--- config.mk ---
export PLATFORM = sky130hd
export DESIGN_NAME = dmem_lsu_flat
export DESIGN_NICKNAME = d
export VERILOG_FILES = /design/src/rtl/dmem_lsu_pkg.sv /design/src/rtl/dmem_lsu_if.sv /design/src/rtl/dmem_lsu_align.sv /design/src/rtl/dmem_lsu.sv /design/src/flat_wrapper.sv
export SDC_FILE = /design/constraint.sdc
export NUM_CORES = 1
export LEC_CHECK = 0
export BUFFER_PORTS_ARGS = -buffer_cell sky130_fd_sc_hd__buf_4
export CAP_MARGIN = 10
export CORE_ASPECT_RATIO = 2
export CORE_UTILIZATION = 55
export DETAILED_ROUTE_END_ITERATION = 8
export PLACE_DENSITY = 0.81
export RECOVER_POWER = 25
export SLEW_MARGIN = 20
export SYNTH_ARGS = -nofsm -noshare
export SYNTH_HDL_FRONTEND = slang
export SYNTH_SLANG_ARGS = --single-unit
--- constraint.sdc ---
create_clock -name clk -period 3.8 [get_ports clk]
set_input_delay 0.38 -clock clk [delete_from_list [all_inputs] [get_ports clk]]
set_output_delay 0.38 -clock clk [all_outputs]
set_load 0.02 [all_outputs]
--- src/rtl/dmem_lsu_pkg.sv ---
// Shared definitions for the data-memory load/store unit.
//   - memory mode width and BYTE/HALFWORD/WORD encodings (decoder D_MEM_mode)
//   - lsu_state_t: FSM states of dmem_lsu
//   - mode_size(): access size in bytes for a memory mode
package dmem_lsu_pkg;

  localparam int unsigned MEMORY_MODE_WIDTH = 2;

  localparam logic [MEMORY_MODE_WIDTH-1:0] BYTE_MEMORY_MODE     = 2'd0;
  localparam logic [MEMORY_MODE_WIDTH-1:0] HALFWORD_MEMORY_MODE = 2'd1;
  localparam logic [MEMORY_MODE_WIDTH-1:0] WORD_MEMORY_MODE     = 2'd2;

  localparam int unsigned LSU_BE_WIDTH = 4;

  typedef enum logic [2:0] {
    IDLE,
    ISSUE0,
    WAIT0,
    ISSUE1,
    WAIT1,
    DONE
  } lsu_state_t;

  // The unused mode encoding behaves as a word access.
  function automatic logic [2:0] mode_size(input logic [MEMORY_MODE_WIDTH-1:0] mode);
    unique case (mode)
      BYTE_MEMORY_MODE:     return 3'd1;
      HALFWORD_MEMORY_MODE: return 3'd2;
      default:              return 3'd4;
    endcase
  endfunction

endpackage

--- src/rtl/dmem_lsu_if.sv ---
// Word-wide valid/ready data-memory bus.
//   master (LSU): drives bus_req_valid/we/addr/wdata/be, receives ready and the response
//   slave (memory): accepts requests, returns bus_rsp_valid/bus_rsp_rdata one beat at a time
interface dmem_lsu_if
  import dmem_lsu_pkg::*;
#(
  parameter int unsigned ADDR_WIDTH = 32
) ();

  logic                    bus_req_valid;
  logic                    bus_req_ready;
  logic                    bus_req_we;
  logic [ADDR_WIDTH-1:0]   bus_req_addr;
  logic [31:0]             bus_req_wdata;
  logic [LSU_BE_WIDTH-1:0] bus_req_be;
  logic                    bus_rsp_valid;
  logic [31:0]             bus_rsp_rdata;

  modport master (
    output bus_req_valid, bus_req_we, bus_req_addr, bus_req_wdata, bus_req_be,
    input  bus_req_ready, bus_rsp_valid, bus_rsp_rdata
  );

  modport slave (
    input  bus_req_valid, bus_req_we, bus_req_addr, bus_req_wdata, bus_req_be,
    output bus_req_ready, bus_rsp_valid, bus_rsp_rdata
  );

endinterface

--- src/rtl/dmem_lsu_align.sv ---
// Combinational lane alignment for the load/store unit.
//   offset_i/mode_i/unsigned_i : captured access attributes
//   wdata_i                    : store data (rs2)
//   lo_i/hi_i                  : beat0/beat1 read words (hi_i = 0 when not split)
//   split_o                    : access spans two words
//   be0_o/be1_o, wdata0_o/wdata1_o : per-beat byte enables and lane-shifted store data
//   load_data_o                : extracted, sign/zero-extended load result
module lsu_align
  import dmem_lsu_pkg::*;
#(
  parameter bit SPLIT_MISALIGNED = 1'b1
) (
  input  logic [1:0]                   offset_i,
  input  logic [MEMORY_MODE_WIDTH-1:0] mode_i,
  input  logic                         unsigned_i,
  input  logic [31:0]                  wdata_i,
  input  logic [31:0]                  lo_i,
  input  logic [31:0]                  hi_i,
  output logic                         split_o,
  output logic [LSU_BE_WIDTH-1:0]      be0_o,
  output logic [LSU_BE_WIDTH-1:0]      be1_o,
  output logic [31:0]                  wdata0_o,
  output logic [31:0]                  wdata1_o,
  output logic [31:0]                  load_data_o
);

  logic [2:0]  size;
  logic [3:0]  span;
  logic [7:0]  mask;
  logic [63:0] w64;
  logic [63:0] r64;

  always_comb begin
    size    = mode_size(mode_i);
    span    = {2'b00, offset_i} + {1'b0, size};
    split_o = SPLIT_MISALIGNED && (span > 4'd4);

    // 8-bit mask so bytes past the word boundary land in beat1's enables.
    mask  = ((8'd1 << size) - 8'd1) << offset_i;
    be0_o = mask[3:0];
    be1_o = mask[7:4];

    w64      = {32'b0, wdata_i} << {offset_i, 3'b000};
    wdata0_o = w64[31:0];
    wdata1_o = w64[63:32];

    r64 = {hi_i, lo_i} >> {offset_i, 3'b000};
    unique case (size)
      3'd1:    load_data_o = {{24{r64[7] & ~unsigned_i}}, r64[7:0]};
      3'd2:    load_data_o = {{16{r64[15] & ~unsigned_i}}, r64[15:0]};
      default: load_data_o = r64[31:0];
    endcase
  end

endmodule

--- src/rtl/dmem_lsu.sv ---
// MEM-stage load/store unit. Turns one pipeline memory request into one or two
// aligned word beats on the data-memory bus and stalls the pipeline until done.
//   clk, rst_n          : clock, asynchronous active-low reset
//   req_*               : pipeline request (held stable while stall=1)
//   stall               : hold IF..MEM stages
//   done / rdata_valid  : one-cycle completion pulses (rdata_valid for loads only)
//   rdata               : extended load result, held until the next load completes
//   bus                 : valid/ready data-memory bus (master side)
module dmem_lsu
  import dmem_lsu_pkg::*;
#(
  parameter int unsigned ADDR_WIDTH       = 32,
  parameter bit          SPLIT_MISALIGNED = 1'b1
) (
  input  logic                         clk,
  input  logic                         rst_n,
  input  logic                         req_read,
  input  logic                         req_write,
  input  logic [MEMORY_MODE_WIDTH-1:0] req_mode,
  input  logic                         req_unsigned,
  input  logic [ADDR_WIDTH-1:0]        req_addr,
  input  logic [31:0]                  req_wdata,
  output logic                         stall,
  output logic                         done,
  output logic [31:0]                  rdata,
  output logic                         rdata_valid,
  dmem_lsu_if.master                   bus
);

  lsu_state_t state_q, state_d;

  logic                         write_q;
  logic [MEMORY_MODE_WIDTH-1:0] mode_q;
  logic                         unsigned_q;
  logic [ADDR_WIDTH-1:0]        addr_q;
  logic [31:0]                  wdata_q;
  logic [31:0]                  lo_q, hi_q;
  logic [31:0]                  rdata_q;

  logic capture, lo_en, hi_en, rdata_en;

  logic                    split;
  logic [LSU_BE_WIDTH-1:0] be0, be1;
  logic [31:0]             wdata0, wdata1, load_data;
  logic [31:0]             lo_src, hi_src;
  logic [ADDR_WIDTH-1:0]   beat0_addr, beat1_addr;

  // Feed the arriving response straight into extraction so rdata can be
  // registered on the same edge that enters DONE.
  assign lo_src = (state_q == WAIT0) ? bus.bus_rsp_rdata : lo_q;
  assign hi_src = (state_q == WAIT1) ? bus.bus_rsp_rdata : hi_q;

  assign beat0_addr = {addr_q[ADDR_WIDTH-1:2], 2'b00};
  assign beat1_addr = beat0_addr + ADDR_WIDTH'(4);

  lsu_align #(
    .SPLIT_MISALIGNED(SPLIT_MISALIGNED)
  ) u_align (
    .offset_i   (addr_q[1:0]),
    .mode_i     (mode_q),
    .unsigned_i (unsigned_q),
    .wdata_i    (wdata_q),
    .lo_i       (lo_src),
    .hi_i       (hi_src),
    .split_o    (split),
    .be0_o      (be0),
    .be1_o      (be1),
    .wdata0_o   (wdata0),
    .wdata1_o   (wdata1),
    .load_data_o(load_data)
  );

  always_comb begin
    state_d           = state_q;
    stall             = 1'b0;
    done              = 1'b0;
    rdata_valid       = 1'b0;
    capture           = 1'b0;
    lo_en             = 1'b0;
    hi_en             = 1'b0;
    rdata_en          = 1'b0;
    bus.bus_req_valid = 1'b0;
    bus.bus_req_we    = 1'b0;
    bus.bus_req_addr  = '0;
    bus.bus_req_wdata = '0;
    bus.bus_req_be    = '0;

    unique case (state_q)
      IDLE: begin
        if (req_read || req_write) begin
          stall   = 1'b1;
          capture = 1'b1;
          state_d = ISSUE0;
        end
      end
      ISSUE0: begin
        stall             = 1'b1;
        bus.bus_req_valid = 1'b1;
        bus.bus_req_we    = write_q;
        bus.bus_req_addr  = beat0_addr;
        bus.bus_req_wdata = wdata0;
        bus.bus_req_be    = be0;
        if (bus.bus_req_ready) state_d = WAIT0;
      end
      WAIT0: begin
        stall = 1'b1;
        if (bus.bus_rsp_valid) begin
          lo_en = 1'b1;
          if (split) begin
            state_d = ISSUE1;
          end else begin
            rdata_en = ~write_q;
            state_d  = DONE;
          end
        end
      end
      ISSUE1: begin
        stall             = 1'b1;
        bus.bus_req_valid = 1'b1;
        bus.bus_req_we    = write_q;
        bus.bus_req_addr  = beat1_addr;
        bus.bus_req_wdata = wdata1;
        bus.bus_req_be    = be1;
        if (bus.bus_req_ready) state_d = WAIT1;
      end
      WAIT1: begin
        stall = 1'b1;
        if (bus.bus_rsp_valid) begin
          hi_en    = 1'b1;
          rdata_en = ~write_q;
          state_d  = DONE;
        end
      end
      DONE: begin
        done        = 1'b1;
        rdata_valid = ~write_q;
        state_d     = IDLE;
      end
      default: state_d = IDLE;
    endcase
  end

  assign rdata = rdata_q;

  always_ff @(posedge clk or negedge rst_n) begin
    if (!rst_n) begin
      state_q    <= IDLE;
      write_q    <= 1'b0;
      mode_q     <= '0;
      unsigned_q <= 1'b0;
      addr_q     <= '0;
      wdata_q    <= '0;
      lo_q       <= '0;
      hi_q       <= '0;
      rdata_q    <= '0;
    end else begin
      state_q <= state_d;
      if (capture) begin
        // A simultaneous read and write is treated as a write.
        write_q    <= req_write;
        mode_q     <= req_mode;
        unsigned_q <= req_unsigned;
        addr_q     <= req_addr;
        wdata_q    <= req_wdata;
        hi_q       <= '0;
      end
      if (lo_en)    lo_q    <= bus.bus_rsp_rdata;
      if (hi_en)    hi_q    <= bus.bus_rsp_rdata;
      if (rdata_en) rdata_q <= load_data;
    end
  end

endmodule

--- src/flat_wrapper.sv ---
// flat-port wrapper written by rule: the top's interface ports become plain ports
module dmem_lsu_flat import dmem_lsu_pkg::*;
#(
  parameter int unsigned ADDR_WIDTH       = 32,
  parameter bit          SPLIT_MISALIGNED = 1'b1
)
  (clk, rst_n, req_read, req_write, req_mode, req_unsigned, req_addr, req_wdata, stall, done, rdata, rdata_valid, bus_bus_req_valid, bus_bus_req_we, bus_bus_req_addr, bus_bus_req_wdata, bus_bus_req_be, bus_bus_req_ready, bus_bus_rsp_valid, bus_bus_rsp_rdata);
  dmem_lsu_if #(.ADDR_WIDTH(ADDR_WIDTH)) bus_i ();
  input  logic clk;
  input  logic rst_n;
  input  logic req_read;
  input  logic req_write;
  input  logic [MEMORY_MODE_WIDTH-1:0] req_mode;
  input  logic req_unsigned;
  input  logic [ADDR_WIDTH-1:0] req_addr;
  input  logic [31:0] req_wdata;
  output logic stall;
  output logic done;
  output logic [31:0] rdata;
  output logic rdata_valid;
  output wire logic [$bits(bus_i.bus_req_valid)-1:0] bus_bus_req_valid;
  output wire logic [$bits(bus_i.bus_req_we)-1:0] bus_bus_req_we;
  output wire logic [$bits(bus_i.bus_req_addr)-1:0] bus_bus_req_addr;
  output wire logic [$bits(bus_i.bus_req_wdata)-1:0] bus_bus_req_wdata;
  output wire logic [$bits(bus_i.bus_req_be)-1:0] bus_bus_req_be;
  input wire logic [$bits(bus_i.bus_req_ready)-1:0] bus_bus_req_ready;
  input wire logic [$bits(bus_i.bus_rsp_valid)-1:0] bus_bus_rsp_valid;
  input wire logic [$bits(bus_i.bus_rsp_rdata)-1:0] bus_bus_rsp_rdata;
  assign bus_bus_req_valid = bus_i.bus_req_valid;
  assign bus_bus_req_we = bus_i.bus_req_we;
  assign bus_bus_req_addr = bus_i.bus_req_addr;
  assign bus_bus_req_wdata = bus_i.bus_req_wdata;
  assign bus_bus_req_be = bus_i.bus_req_be;
  assign bus_i.bus_req_ready = bus_bus_req_ready;
  assign bus_i.bus_rsp_valid = bus_bus_rsp_valid;
  assign bus_i.bus_rsp_rdata = bus_bus_rsp_rdata;
  dmem_lsu #(.ADDR_WIDTH(ADDR_WIDTH), .SPLIT_MISALIGNED(SPLIT_MISALIGNED)) u_core (.clk(clk), .rst_n(rst_n), .req_read(req_read), .req_write(req_write), .req_mode(req_mode), .req_unsigned(req_unsigned), .req_addr(req_addr), .req_wdata(req_wdata), .stall(stall), .done(done), .rdata(rdata), .rdata_valid(rdata_valid), .bus(bus_i));
endmodule
-- Word level (Yosys, flattened, before mapping)
Index checks and enable logic that the tools add are counted.
- output and inout port bits: 105
- register bits: 167
- shift operators: 4
- reductions and logical operators: 7
- bitwise operators: 4
- add/subtract/negate cells: 3
- order comparisons: 1
- muxes and demuxes: 30
- equality and inequality tests: 13
- operators by type and width (cell ; number):
    $pmux W32 S2 ; 3
    $mux W32 ; 4
    $shl A32 B5 Y64 ; 1
    $shr A64 B5 Y32 ; 1
    $add A32 B3 Y32 const B ; 1
    $mux W3 ; 6
    $pmux W3 S5 ; 1
    $mux W1 ; 12
    $eq A3 B2 Y1 const B ; 3
    $ne A2 B2 Y1 const B ; 4
    $pmux W4 S2 ; 1
    $shl A1 B3 Y8 const A ; 1
    $shl A8 B2 Y8 ; 1
    $sub A8 B1 Y8 const B ; 1
    $eq A3 B1 Y1 const B ; 2
    $eq A3 B3 Y1 const B ; 2
    $pmux W3 S2 ; 1
    $reduce_and A5 Y1 ; 1
    $add A2 B3 Y4 ; 1
    $gt A4 B3 Y1 const B ; 1
    $pmux W1 S2 ; 2
    $reduce_or A4 Y1 ; 1
    $logic_not A3 Y1 ; 1
    $and A1 B1 Y1 ; 2
    7 further kinds ; 8

-- Logic depth before layout (Yosys ltp)
- depth in word-level cells: 7
- gate-level depth with buffers: 12

-- Modules after synthesis
A second synthesis with hierarchy kept.
- cells, all modules: 982
- area total of the unflattened synthesis: 10517.6 sq um
- by module, submodules not included (module ; area each (sq um) ; times used ; cells each ; seq. area each (sq um)):
    dmem_lsu ; 8348.0 ; 1 ; 681 ; 4179.0
    lsu_align ; 2169.6 ; 1 ; 301 ; 0.0

-- Least setup slack after synthesis
Ideal clock, no wire load.
- kind: register -> register
- start point: register u_core.addr_q[0]
- end point: register u_core.rdata_q[27] (netlist: u_core.rdata[27])
- data arrival time: 2969 ps
- stages on the path, launching flop included: 13
- slack: 692 ps
- period minus slack after synthesis: 3108 ps
- cell sequence: dfrtp_1 > buf_2 > inv_1 > buf_1 > clkbuf_1 > nor2_1 > ha_1 > xor2_1 > or4b_1 > o211ai_2 > o311a_2 > buf_6 > a31oi_1
- longest elaborated chain between the ends: 5
- elaborated cells between the ends (all ways): 9
- those cells by class: 1 x add/sub; 1 x order compare; 1 x shift; 4 x mux; 2 x bitwise
- ends and longest elaborated chain (element ; RTL line ; source):
    from (decl) ; dmem_lsu.sv:35 ; logic [ADDR_WIDTH-1:0] addr_q;
    from (signal assigned) ; dmem_lsu.sv:163 ; addr_q <= req_addr;
    $add A2 B3 Y4 ; dmem_lsu_align.sv:35 ; span = {2'b00, offset_i} + {1'b0, size};
    $gt A4 B3 Y1 ; dmem_lsu_align.sv:36 ; split_o = SPLIT_MISALIGNED && (span > 4'd4);
    $mux W1 ; dmem_lsu.sv:109 ; if (split) begin
    $mux W1 ; dmem_lsu.sv:107 ; if (bus.bus_rsp_valid) begin
    $pmux W1 S2 ; dmem_lsu.sv:88 ; unique case (state_q)
    to (signal assigned) ; dmem_lsu.sv:169 ; if (rdata_en) rdata_q <= load_data;
    to (decl) ; dmem_lsu.sv:38 ; logic [31:0] rdata_q;
Several ways; a longest one is shown, not always the timed one.
A chain may end at the register's enable or synchronous reset.

-- Final worst setup path
- start point: register u_core.state_q[0]
- end point: output bus_bus_req_wdata[0]
- longest elaborated chain between the ends: 2
- elaborated cells between the ends (all ways): 3
- those cells by class: 2 x eq/ne; 1 x mux
- ends and longest elaborated chain (element ; RTL line ; source):
    from (decl) ; dmem_lsu.sv:30 ; lsu_state_t state_q, state_d;
    from (signal assigned) ; dmem_lsu.sv:157 ; state_q <= state_d;
    $eq A3 B2 Y1 / $eq A3 B1 Y1 (equally long branches) ; dmem_lsu.sv:88 ;
    $pmux W32 S2 * ; dmem_lsu.sv:88 ;
    to (decl) ; flat_wrapper.sv:24 ; output wire logic [$bits(bus_i.bus_req_wdata)-1:0] bus_bus_req_wdata;
Mark *: on every way between the ends. The rest lies on a longest branch, timed or not.

==> run metrics <==
RSZ-0062 raised after global routing false; Core Box Area around 17,000 sq um; Chip Width roughly 95 microns; grt ovf 0; yosys synthesis warning count 0; r2r startpoint u_core.addr_q[1]; share of cells above drive strength 1 0.377; Setup CP Type flip-flop to output pin; clock latency at the later pin of the worst-skew pair between 0.4 and 0.5 ns; post-synthesis cell count ~870; FF+latch count, synth 159; Worst Path Required roughly 3.4 ns; Seq/Total Area, Yosys 0.420; Mapped Area approximately 9500 sq um; maximum VDD drop 0.680 mV; Worst Setup Start Kind flip-flop; Clock Tree Buf Depth 2; total power about 12 mW; Worst-Margin Slew between 2 and 3 ns; Hold Crit Start req_addr[24]; violated checks capacitance limit, slew limit; Synth area leader dfrtp_1; ys async rst share 1.00; clk sink count 159; routed vias between 7,000 and 8,000; CTS tree yes; I/O Pins 210; largest net degree at the start of global routing around 110; global-route wire length before repair 42,900 microns; Rows 67; status finished with violations; Iter 0 DRT Violations ~420; die area about 18,000 sq um; post-route ant nets 0; fin crit period about 3.4 ns; Yosys top cell area share 0.420; Worst EP arrival between 3 and 4 ns; Final period util 0.896; Final Hold Viols 0; LEAKAGE around 5.1 nW; Final setup viols 0; cts repair resizes 0; first element of the critical path u_core.state_q[0]; 1st-pass router iterations 5; post-DR vias/cell 6.24; HP Class input port to flip-flop; Die H approximately 190 microns; global placer's final weighted congestion 0.930; commonest cells in the netlist dfrtp_1, mux2_2, nor2_1; Nets 1,153; critical-path maximum fanout 19; initial antenna violation count 0; CTS Buf Count 17; # diodes 0; top achievable clock speed around 290 MHz; syn_area_per_cell between 10 and 15 sq um; initial core utilization 0.565; Max-slew headroom -0.790; CTS Root Cell clkbuf_16; IO buf count just over 200; Post-synth EDFFs 0; HPWL after DPL 19,300 microns; Synth Flop Type dfrtp_1; CTS clk-pin slew, worst paths approximately 0.070 ns; clk_skew between 0.01 and 0.015 ns; DRC viols 0; Post-CTS Setup Inserts 0; sum of negative setup slack 0 ns; synth unique cells 60; Fill cells approximately 1,300; # H-tree levels 4; GRT Overall Usage 0.321; CTS Hold Bufs 0; cell with the most instances after synthesis dfrtp_1; Layout Area Growth over Synthesis 23.7%; pwr/cell area between 900 and 1000 nW/um^2; worst hold slack 0.155 ns; Max Cap Violations 1; Wirelength per Cell between 20 and 25 microns; Routed WL around 28,000 microns; Worst Setup End Kind output pin; number of global-route vias before repair approximately 8,100; ranking of synthesized cells by area dfrtp_1, mux2_2, mux2i_1; Slew Viols, Final between 100 and 150
## metal layers
| layer | routed length (microns) | part of all wire | GRT usage |
|---|---|---|---|
| met5 | 0 | 0 | 0 |
| met1 | 9030 | 0.33 | 0.335 |
| met3 | 1330 | 0.048 | 0.0462 |
| met4 | 2060 | 0.075 | 0.223 |
| met2 | 15200 | 0.55 | 0.571 |
## final timing paths
| check | cells past startpoint | slack, ns | endpoint |
|---|---|---|---|
| min in group asynchronous | 1 | 0.81 | u_core.wdata_q[25] |
| max reg2reg | 8 | 0.73 | u_core.rdata[17] |
| min | 3 | 0.15 | u_core.addr_q[24] |
| max | 5 | 0.40 | bus_bus_req_wdata[0] |
| max in group asynchronous | 1 | 1.08 | u_core.addr_q[0] |
| min reg2reg | 1 | 0.50 | u_core.hi_q[22] |
## metrics by stage
| step | std cells | cell area, sq um | worst slack, ns | util |
|---|---|---|---|---|
| 2_1_floorplan | 866 | 9480 | 0.692 | - |
| 3_3_place_gp | 1232 | 11100 | 0.821 | 0.663 |
| 3_5_place_dp | 1232 | 11100 | 0.728 | 0.663 |
| 4_1_cts | 1264 | 11700 | 0.400 | 0.700 |
| 5_1_grt | 1264 | 11700 | 0.226 | 0.699 |
| 6_report | 1264 | 11700 | 0.395 | 0.699 |
## cells by family after synthesis
family	after synthesis	share of synthesized area
xor+xnor	28	0.0259
simple gates	250	0.134
flops	159	0.420
other cells	1	0.000396
buf+inv	76	0.0426
mux	212	0.265
compound gates	135	0.107
fa+ha+maj	4	0.00528
## placed cells by master (no fill, tap or decap), drive strengths merged, types with 3 or more instances in the layout
cell type and count:
a211oi 8, a21oi 21, a221o 18, a22o 26, a31oi 23, and2 9
and3 5, buf 222, bufinv 3, clkbuf 19, dfrtp 159, ha 4
inv 19, mux2 103, mux2i 88, mux4 21, nand2 48, nand2b 17
nand3 22, nand4 9, nor2 96, nor2b 5, nor3 12, nor3b 6
nor4 8, o21ai 16, o22ai 11, or3 3, or4 3, xnor2 19
xor2 9
## cell type report
| class | count | area [sq um] | share of cell area |
|---|---|---|---|
| Clock buffer | 18 | 429 | 0.0366 |
| Tap cell | 207 | 259 | 0.0221 |
| Sequential cell | 159 | 3980 | 0.340 |
| Multi-Input combinational cell | 631 | 5120 | 0.437 |
| Timing Repair Buffer | 223 | 1700 | 0.145 |
| Inverter | 12 | 45.0 | 0.00384 |
| Clock inverter | 14 | 191 | 0.0163 |
## power breakdown
part / internal (mW) / total (mW) / switching (mW) / leakage (nW)
Sequential: 2.51 / 3.34 / 0.830 / 1.92
Clock: 1.06 / 1.84 / 0.779 / 0.298
Combinational: 2.99 / 6.54 / 3.55 / 2.90
## critical path: stages, from the launching register on
cell and delay (ns):
dfrtp_1 0.75, nor3b_1 0.43, nand2_2 0.32, nor2_1 0.68, a221o_1 0.28, buf_4 0.14
## state kept, by name (all words and copies together) (netlist names)
signal             flops
u_core.state_q         3
u_core.rdata          32
u_core.lo_q           32
u_core.write_q         1
u_core.wdata_q        32
u_core.hi_q           24
u_core.addr_q         32
u_core.unsigned_q      1
u_core.mode_q          2
No activity file was read; power rests on OpenSTA's default activity.
